--- config.mk ---
export PLATFORM = sky130hd
export DESIGN_NAME = program_sequencer_flat
export DESIGN_NICKNAME = d
export VERILOG_FILES = /design/src/rtl/program_sequencer_if.sv /design/src/rtl/program_sequencer.sv /design/src/flat_wrapper.sv
export SDC_FILE = /design/constraint.sdc
export NUM_CORES = 1
export LEC_CHECK = 0
export ABC_AREA = 1
export ABC_CLOCK_PERIOD_IN_PS = 2300
export BUFFER_PORTS_ARGS = -buffer_cell sky130_fd_sc_hd__buf_2
export CAP_MARGIN = 20
export CORE_MARGIN = 5
export CORE_UTILIZATION = 57
export CTS_BUF_LIST = sky130_fd_sc_hd__clkbuf_8
export CTS_CLUSTER_DIAMETER = 120
export DETAILED_ROUTE_END_ITERATION = 10
export GPL_TIMING_DRIVEN = 0
export PLACE_DENSITY = 0.79
export SYNTH_ARGS = -nofsm -noshare
export SYNTH_HDL_FRONTEND = slang
export SYNTH_SLANG_ARGS = --single-unit
export TNS_END_PERCENT = 10
--- constraint.sdc ---
create_clock -name CLKb -period 2.3 [get_ports CLKb]
set_input_delay 0.115 -clock CLKb [delete_from_list [all_inputs] [get_ports CLKb]]
set_output_delay 0.115 -clock CLKb [all_outputs]
set_load 0.02 [all_outputs]
--- src/rtl/program_sequencer_if.sv ---
`default_nettype none
// ============================================================================
//  Module   : program_sequencer_if
//  Purpose  : Switch/button/controller inputs and bus-side outputs of the
//             program sequencer, grouped for connection as one port.
//  Revision : 1.0  initial release
// ============================================================================
interface program_sequencer_if #(
  parameter int WIDTH = 10,
  parameter int AW    = 4
);
  logic [1:0]       MODE;
  logic [WIDTH-1:0] D;
  logic             LDb;
  logic             GOb;
  logic             Ext;
  logic             Done;
  logic [WIDTH-1:0] Q;
  logic             QEN;
  logic [AW-1:0]    PC;
  logic [AW:0]      LEN;
  logic             FULL;
  logic             BUSY;
  logic             HALTED;
  logic             ERR;

  // Switch/controller side: drives the requests, observes the sequencer.
  modport master (
    output MODE, D, LDb, GOb, Ext, Done,
    input  Q, QEN, PC, LEN, FULL, BUSY, HALTED, ERR
  );

  // Sequencer side.
  modport slave (
    input  MODE, D, LDb, GOb, Ext, Done,
    output Q, QEN, PC, LEN, FULL, BUSY, HALTED, ERR
  );
endinterface
`default_nettype wire

--- src/rtl/program_sequencer.sv ---
`default_nettype none
// ============================================================================
//  Module   : program_sequencer
//  Purpose  : Loads program words from the switches into a small memory and
//             replays them onto the processor bus on each external-data
//             request; transparent pass-through when idle.
//  Revision : 1.0  initial release
// ============================================================================
module program_sequencer #(
  parameter int WIDTH = 10,
  parameter int DEPTH = 16,
  parameter int AW    = 4
) (
  input  logic          CLKb,
  input  logic          CLRb,
  program_sequencer_if.slave bus
);

  typedef enum logic [2:0] {
    S_IDLE  = 3'd0,
    S_LOAD  = 3'd1,
    S_RUN   = 3'd2,
    S_PAUSE = 3'd3,
    S_HALT  = 3'd4
  } state_t;

  localparam logic [AW:0] C_DEPTH = (AW+1)'(DEPTH);
  localparam logic [AW:0] C_ONE   = (AW+1)'(1);

  state_t           r_state, w_stateNext;
  logic [AW:0]      r_pc, w_pcNext, w_pcPost;
  logic [AW:0]      r_len, w_lenNext;
  logic             r_err, w_errNext;
  logic             r_step, w_stepNext;
  logic             r_ldPrev, r_goPrev;
  logic             w_memWe;
  logic [WIDTH-1:0] r_mem [DEPTH];

  // One-cycle press events: button now low, previously high.
  logic w_ldEv, w_goEv, w_full, w_pcBelowLen;
  assign w_ldEv       = ~bus.LDb & r_ldPrev;
  assign w_goEv       = ~bus.GOb & r_goPrev;
  assign w_full       = (r_len == C_DEPTH);
  assign w_pcBelowLen = (r_pc < r_len);

  // Next-state and next-register logic; Done sees the post-increment PC.
  always_comb begin
    w_stateNext = r_state;
    w_pcNext    = r_pc;
    w_pcPost    = r_pc;
    w_lenNext   = r_len;
    w_errNext   = r_err;
    w_stepNext  = r_step;
    w_memWe     = 1'b0;
    case (r_state)
      S_IDLE: begin
        if (bus.MODE == 2'b01) begin
          w_stateNext = S_LOAD;
          w_lenNext   = '0;
        end else if (w_goEv && bus.MODE[1] && (r_len != '0)) begin
          w_stateNext = S_RUN;
          w_pcNext    = '0;
          w_stepNext  = bus.MODE[0];
          w_errNext   = 1'b0;
        end
      end
      S_LOAD: begin
        if (bus.MODE != 2'b01) begin
          w_stateNext = S_IDLE;
        end else if (w_ldEv && !w_full) begin
          w_memWe   = 1'b1;
          w_lenNext = r_len + C_ONE;
        end
      end
      S_RUN: begin
        if (bus.MODE == 2'b00) begin
          w_stateNext = S_IDLE;
        end else if (bus.Ext && !w_pcBelowLen) begin
          // Controller wants another word but the program is exhausted.
          w_errNext   = 1'b1;
          w_stateNext = S_HALT;
        end else begin
          if (bus.Ext) begin
            w_pcPost = r_pc + C_ONE;
          end
          w_pcNext = w_pcPost;
          if (bus.Done) begin
            if (w_pcPost == r_len) begin
              w_stateNext = S_HALT;
            end else if (r_step) begin
              w_stateNext = S_PAUSE;
            end
          end
        end
      end
      S_PAUSE: begin
        if (bus.MODE == 2'b00) begin
          w_stateNext = S_IDLE;
        end else if (w_goEv) begin
          w_stateNext = S_RUN;
          w_stepNext  = bus.MODE[0];
        end
      end
      S_HALT: begin
        if (bus.MODE == 2'b00) begin
          w_stateNext = S_IDLE;
          w_errNext   = 1'b0;
        end else if (w_goEv) begin
          w_stateNext = S_RUN;
          w_pcNext    = '0;
          w_errNext   = 1'b0;
        end
      end
      default: begin
        w_stateNext = S_IDLE;
      end
    endcase
  end

  // State and control registers, updated on the falling clock edge.
  always_ff @(negedge CLKb) begin
    if (!CLRb) begin
      r_state  <= S_IDLE;
      r_pc     <= '0;
      r_len    <= '0;
      r_err    <= 1'b0;
      r_step   <= 1'b0;
      r_ldPrev <= 1'b1;
      r_goPrev <= 1'b1;
    end else begin
      r_state  <= w_stateNext;
      r_pc     <= w_pcNext;
      r_len    <= w_lenNext;
      r_err    <= w_errNext;
      r_step   <= w_stepNext;
      r_ldPrev <= bus.LDb;
      r_goPrev <= bus.GOb;
    end
  end

  // Program memory write port; contents survive reset.
  always_ff @(negedge CLKb) begin
    if (w_memWe && CLRb) begin
      r_mem[r_len[AW-1:0]] <= bus.D;
    end
  end

  // Bus data and enable: pass-through when idle, memory word otherwise.
  always_comb begin
    bus.Q   = r_mem[r_pc[AW-1:0]];
    bus.QEN = 1'b0;
    case (r_state)
      S_IDLE: begin
        bus.Q   = bus.D;
        bus.QEN = bus.Ext;
      end
      S_RUN: begin
        bus.QEN = bus.Ext & w_pcBelowLen;
      end
      default: begin
        bus.QEN = 1'b0;
      end
    endcase
  end

  assign bus.PC     = r_pc[AW-1:0];
  assign bus.LEN    = r_len;
  assign bus.FULL   = w_full;
  assign bus.BUSY   = (r_state == S_RUN) || (r_state == S_PAUSE);
  assign bus.HALTED = (r_state == S_HALT);
  assign bus.ERR    = r_err;

endmodule
`default_nettype wire

--- src/flat_wrapper.sv ---
// flat-port wrapper written by rule: the top's interface ports become plain ports
module program_sequencer_flat 
#(
  parameter int WIDTH = 10,
  parameter int DEPTH = 16,
  parameter int AW    = 4
)
  (CLKb, CLRb, bus_MODE, bus_D, bus_LDb, bus_GOb, bus_Ext, bus_Done, bus_Q, bus_QEN, bus_PC, bus_LEN, bus_FULL, bus_BUSY, bus_HALTED, bus_ERR);
  program_sequencer_if #(.WIDTH(WIDTH), .AW(AW)) bus_i ();
  input  logic CLKb;
  input  logic CLRb;
  input wire logic [$bits(bus_i.MODE)-1:0] bus_MODE;
  input wire logic [$bits(bus_i.D)-1:0] bus_D;
  input wire logic [$bits(bus_i.LDb)-1:0] bus_LDb;
  input wire logic [$bits(bus_i.GOb)-1:0] bus_GOb;
  input wire logic [$bits(bus_i.Ext)-1:0] bus_Ext;
  input wire logic [$bits(bus_i.Done)-1:0] bus_Done;
  output wire logic [$bits(bus_i.Q)-1:0] bus_Q;
  output wire logic [$bits(bus_i.QEN)-1:0] bus_QEN;
  output wire logic [$bits(bus_i.PC)-1:0] bus_PC;
  output wire logic [$bits(bus_i.LEN)-1:0] bus_LEN;
  output wire logic [$bits(bus_i.FULL)-1:0] bus_FULL;
  output wire logic [$bits(bus_i.BUSY)-1:0] bus_BUSY;
  output wire logic [$bits(bus_i.HALTED)-1:0] bus_HALTED;
  output wire logic [$bits(bus_i.ERR)-1:0] bus_ERR;
  assign bus_i.MODE = bus_MODE;
  assign bus_i.D = bus_D;
  assign bus_i.LDb = bus_LDb;
  assign bus_i.GOb = bus_GOb;
  assign bus_i.Ext = bus_Ext;
  assign bus_i.Done = bus_Done;
  assign bus_Q = bus_i.Q;
  assign bus_QEN = bus_i.QEN;
  assign bus_PC = bus_i.PC;
  assign bus_LEN = bus_i.LEN;
  assign bus_FULL = bus_i.FULL;
  assign bus_BUSY = bus_i.BUSY;
  assign bus_HALTED = bus_i.HALTED;
  assign bus_ERR = bus_i.ERR;
  program_sequencer #(.WIDTH(WIDTH), .DEPTH(DEPTH), .AW(AW)) u_core (.CLKb(CLKb), .CLRb(CLRb), .bus(bus_i));
endmodule
==> results.md <==
- Startpoint Class: register
- Largest net degree at the start of global routing: 18
- Slowest-stage cell, CP: dfxtp_4
- CP Class: register to output pin
- Die area: about 0.016 mm2
- Slew Limit Headroom: between 70% and 80%
- Max rail drop VDD: ~910 uV
- Clk Latency, worst-skew pair: 530 ps
- CP Cell Sequence: buf_12, clkinv_8, clkbuf_16, o21ai_0, o22ai_1, o21ai_1, a31oi_4, buf_6
- # setup viols final: about 180
- Detailed-route wire length: 27.1 mm
- Outcome: finished with violations
- Count of final hold-check violations: 0
- Die width: roughly 130 um
- CP max FO: 10
- Top cells by area, synth: edfxtp_1, nor2_1, o21ai_0
- Placed insts: ~900
- Final cell count without fillers: 1139
- Nets: roughly 980
- Global-route wire length before repair: about 37 mm
- Combinational share of power: between 40 and 50%
- Via-to-Cell Ratio: ~6.4
- Synth Area in Adders: ~1.5%
- Yosys warning total: 0
- Worst Path Arrival: roughly 3500 ps
- DR WL/cell: approximately 24 um
- Violated checks: negative setup slack
- Starting Density: between 50% and 60%
- Worst clock skew: 57.4 ps
- Most frequent cell after synthesis: edfxtp_1
- Post-Synth XOR/XNOR Area: less than 1%
- Layout area overhead: 40.3%
- N_diodes: 0
- Clock Power Share: 30.0%
- Via count: 7309
- FFs w/ async S/R, synth: 0%
- Detail Placement HPWL: about 13 mm
- P_int: around 7.2 mW
- Register area share after synthesis: around two thirds
- Vias in the first global route: ~7400
- Post-synth top cells: edfxtp_1, nor2_1, o21ai_0, nand2_1, nand3_1
- Synth Area in Simple Gates: a little over an eighth
- Slew Viols, Final: 0
- # rows: 42
- Post-Synthesis Cells: 679
- PwrDens: between 1000 and 1500 mW/mm2
- Core area: around 0.013 mm2
- Min Hold Slack: 476 ps
- Worst path max stage delay: about 400 ps
- DRC viols: 0
- CTS tree: done
- Routability cong.: roughly 0.95
- Gr usage total: 30.8%
- Initial antenna violation count: 0
- Clk sink count: ~180
- CTS max path bufs: 2
- Crit path capture type: output pin
- Num CTS Buffers: 17
- Die Ht: between 100 and 150 um
- Setup TNS: -30260 ps
- Area leader, netlist: edfxtp_1
- Worst hold path type: register to register
- Unique masters post-synth: 32
- Area after DPL: between 0.008 and 0.009 mm2
- First-pass iteration count of the detailed router: 7
- Most used DFF post-synth: edfxtp_1
- Multiplexer share of the synthesized area: 0%
- P_leak: 4.52 nW
- Aggregate global routing overflow: 0
- H-tree depth: 4
- RSZ-0062 raised after global routing: yes
- # port buffers: 41
- Final worst slack: -1290 ps
- Yosys reg bits: around 180
- Sw frac: 44.6%
- Register share of total power: ~30%
- Post-Syn Area: 0.00767 mm2
- Least-Margin Pin Slew: between 400 and 500 ps
- Worst-path clk slew: 80 ps
- Avg Synthesized Cell Area: about 11 um2
- IO Count: 42
- Synth top area share: 62.7%
- Post-synth EDFFs: between 150 and 200
- Post-Syn Nets: a little over 700
- Antenna-violating nets left: 0
- R2R Setup Slk: -160 ps
- Net Sw Power: between 5 and 6 mW
- Design area: roughly 0.011 mm2
- Compound-Gate Fraction of Synth Area: roughly 13%
- Max cap viols: 0
- Worst Setup Slack post-DPL: -1030 ps
- Layout cells sized above 1: roughly 30%
- Required time of the worst setup path: ~2200 ps
- CTS root buf: clkbuf_8
- Largest family of logic cells by synthesized area: simple AND/OR/NAND/NOR gates
- Initial DRC count: approximately 1300
[power by group through the flow]
stage / registers [mW] / clock network [mW] / logic, mW
2_1_floorplan: 3.83 / 0.470 / 2.25
3_3_place_gp: 3.86 / 0.470 / 3.17
3_5_place_dp: 3.86 / 0.470 / 3.26
4_1_cts: 3.87 / 3.55 / 4.17
5_1_grt: 3.89 / 4.24 / 5.45
6_report: 3.88 / 3.91 / 5.24
[critical path, delay by kind of cell (launching register included)]
kind	cells	cell delay (ps)
buffers and inverters	4	570
AOI/OAI and AO/OA	4	830
DFF	1	400
[cells in the final DEF, fill, tap and decap left out, types with 19 or more instances in the layout]
cell / count
nand2_1: 48
buf_4: 20
nor2_1: 121
buf_2: 19
inv_1: 196
nor2_4: 23
buf_6: 31
clkbuf_8: 23
o21ai_2: 19
o21ai_0: 47
edfxtp_1: 160
o21ai_1: 30
nand3_1: 24
[worst paths after layout]
kind                             startpoint                       endpoint  cells after the start
max                                register                       bus_Q[7]                      8
min              u_core.r_step$_SDFFE_NN0P_     u_core.r_step$_SDFFE_NN0P_                      2
max reg2reg  u_core.r_state[1]$_SDFFE_NN0P_  u_core.r_mem[12][5]$_DFFE_NP_                     11
min reg2reg      u_core.r_step$_SDFFE_NN0P_     u_core.r_step$_SDFFE_NN0P_                      2
[logic make-up (layout without fill, tap and decap cells)]
group | after synthesis | after routing
xor gates and xnor gates | 3 | 3
buffers and inverters | 69 | 353
adders and majority gates | 9 | 9
DFF | 181 | 181
and+or+nand+nor | 253 | 253
AOI/OAI and AO/OA | 164 | 164
[routing by layer]
metal | up-vias | wire length (um) | GRT usage, %
li1 | 3008 | - | -
met1 | 3345 | 8890 | 34.6
met2 | 761 | 12900 | 48.7
met3 | 195 | 3340 | 10.5
met4 | 0 | 1980 | 22.8
met5 | - | 0 | 0
[final cells by class]
| class | instances | area (um2) |
|---|---|---|
| multi-input cells | 429 | 2820 |
| inverters | 31 | 155 |
| fillers | 676 | 2430 |
| flip-flops and latches | 181 | 5270 |
| repair buffers | 73 | 727 |
| repair inverters | 1 | 16.3 |
| plain buffers | 35 | 460 |
| well taps | 176 | 220 |
| clock buffers | 17 | 234 |
| clock inverters | 196 | 850 |
[timing repair]
| action | 4_1_cts | 5_1_grt |
|---|---|---|
| pin swaps | 43 | 59 |
| gates resized for setup | 206 | 125 |
| cloned | 5 | 3 |
| setup buffers | 10 | 15 |
| setup endpoints to repair | 181 | 181 |
| hold buffers | 0 | 0 |
[per-stage QoR]
stage	util, %	total power, mW
after floorplan	-	6.55
after global placement	62.8	7.49
after detailed placement	62.8	7.59
after CTS	77.4	11.6
after global routing	81.6	13.6
final	81.6	13.0
[state kept, by name (all words and copies together) (netlist names), named ones only]
register         cells
u_core.r_mem       160
u_core.bus.ERR       1
u_core.r_step        1
u_core.bus.LEN       5
u_core.r_state       3
u_core.r_pc          5
u_core.r_ldPrev      1
u_core.r_goPrev      1
Note: power is estimated with default switching activity, not from simulation.
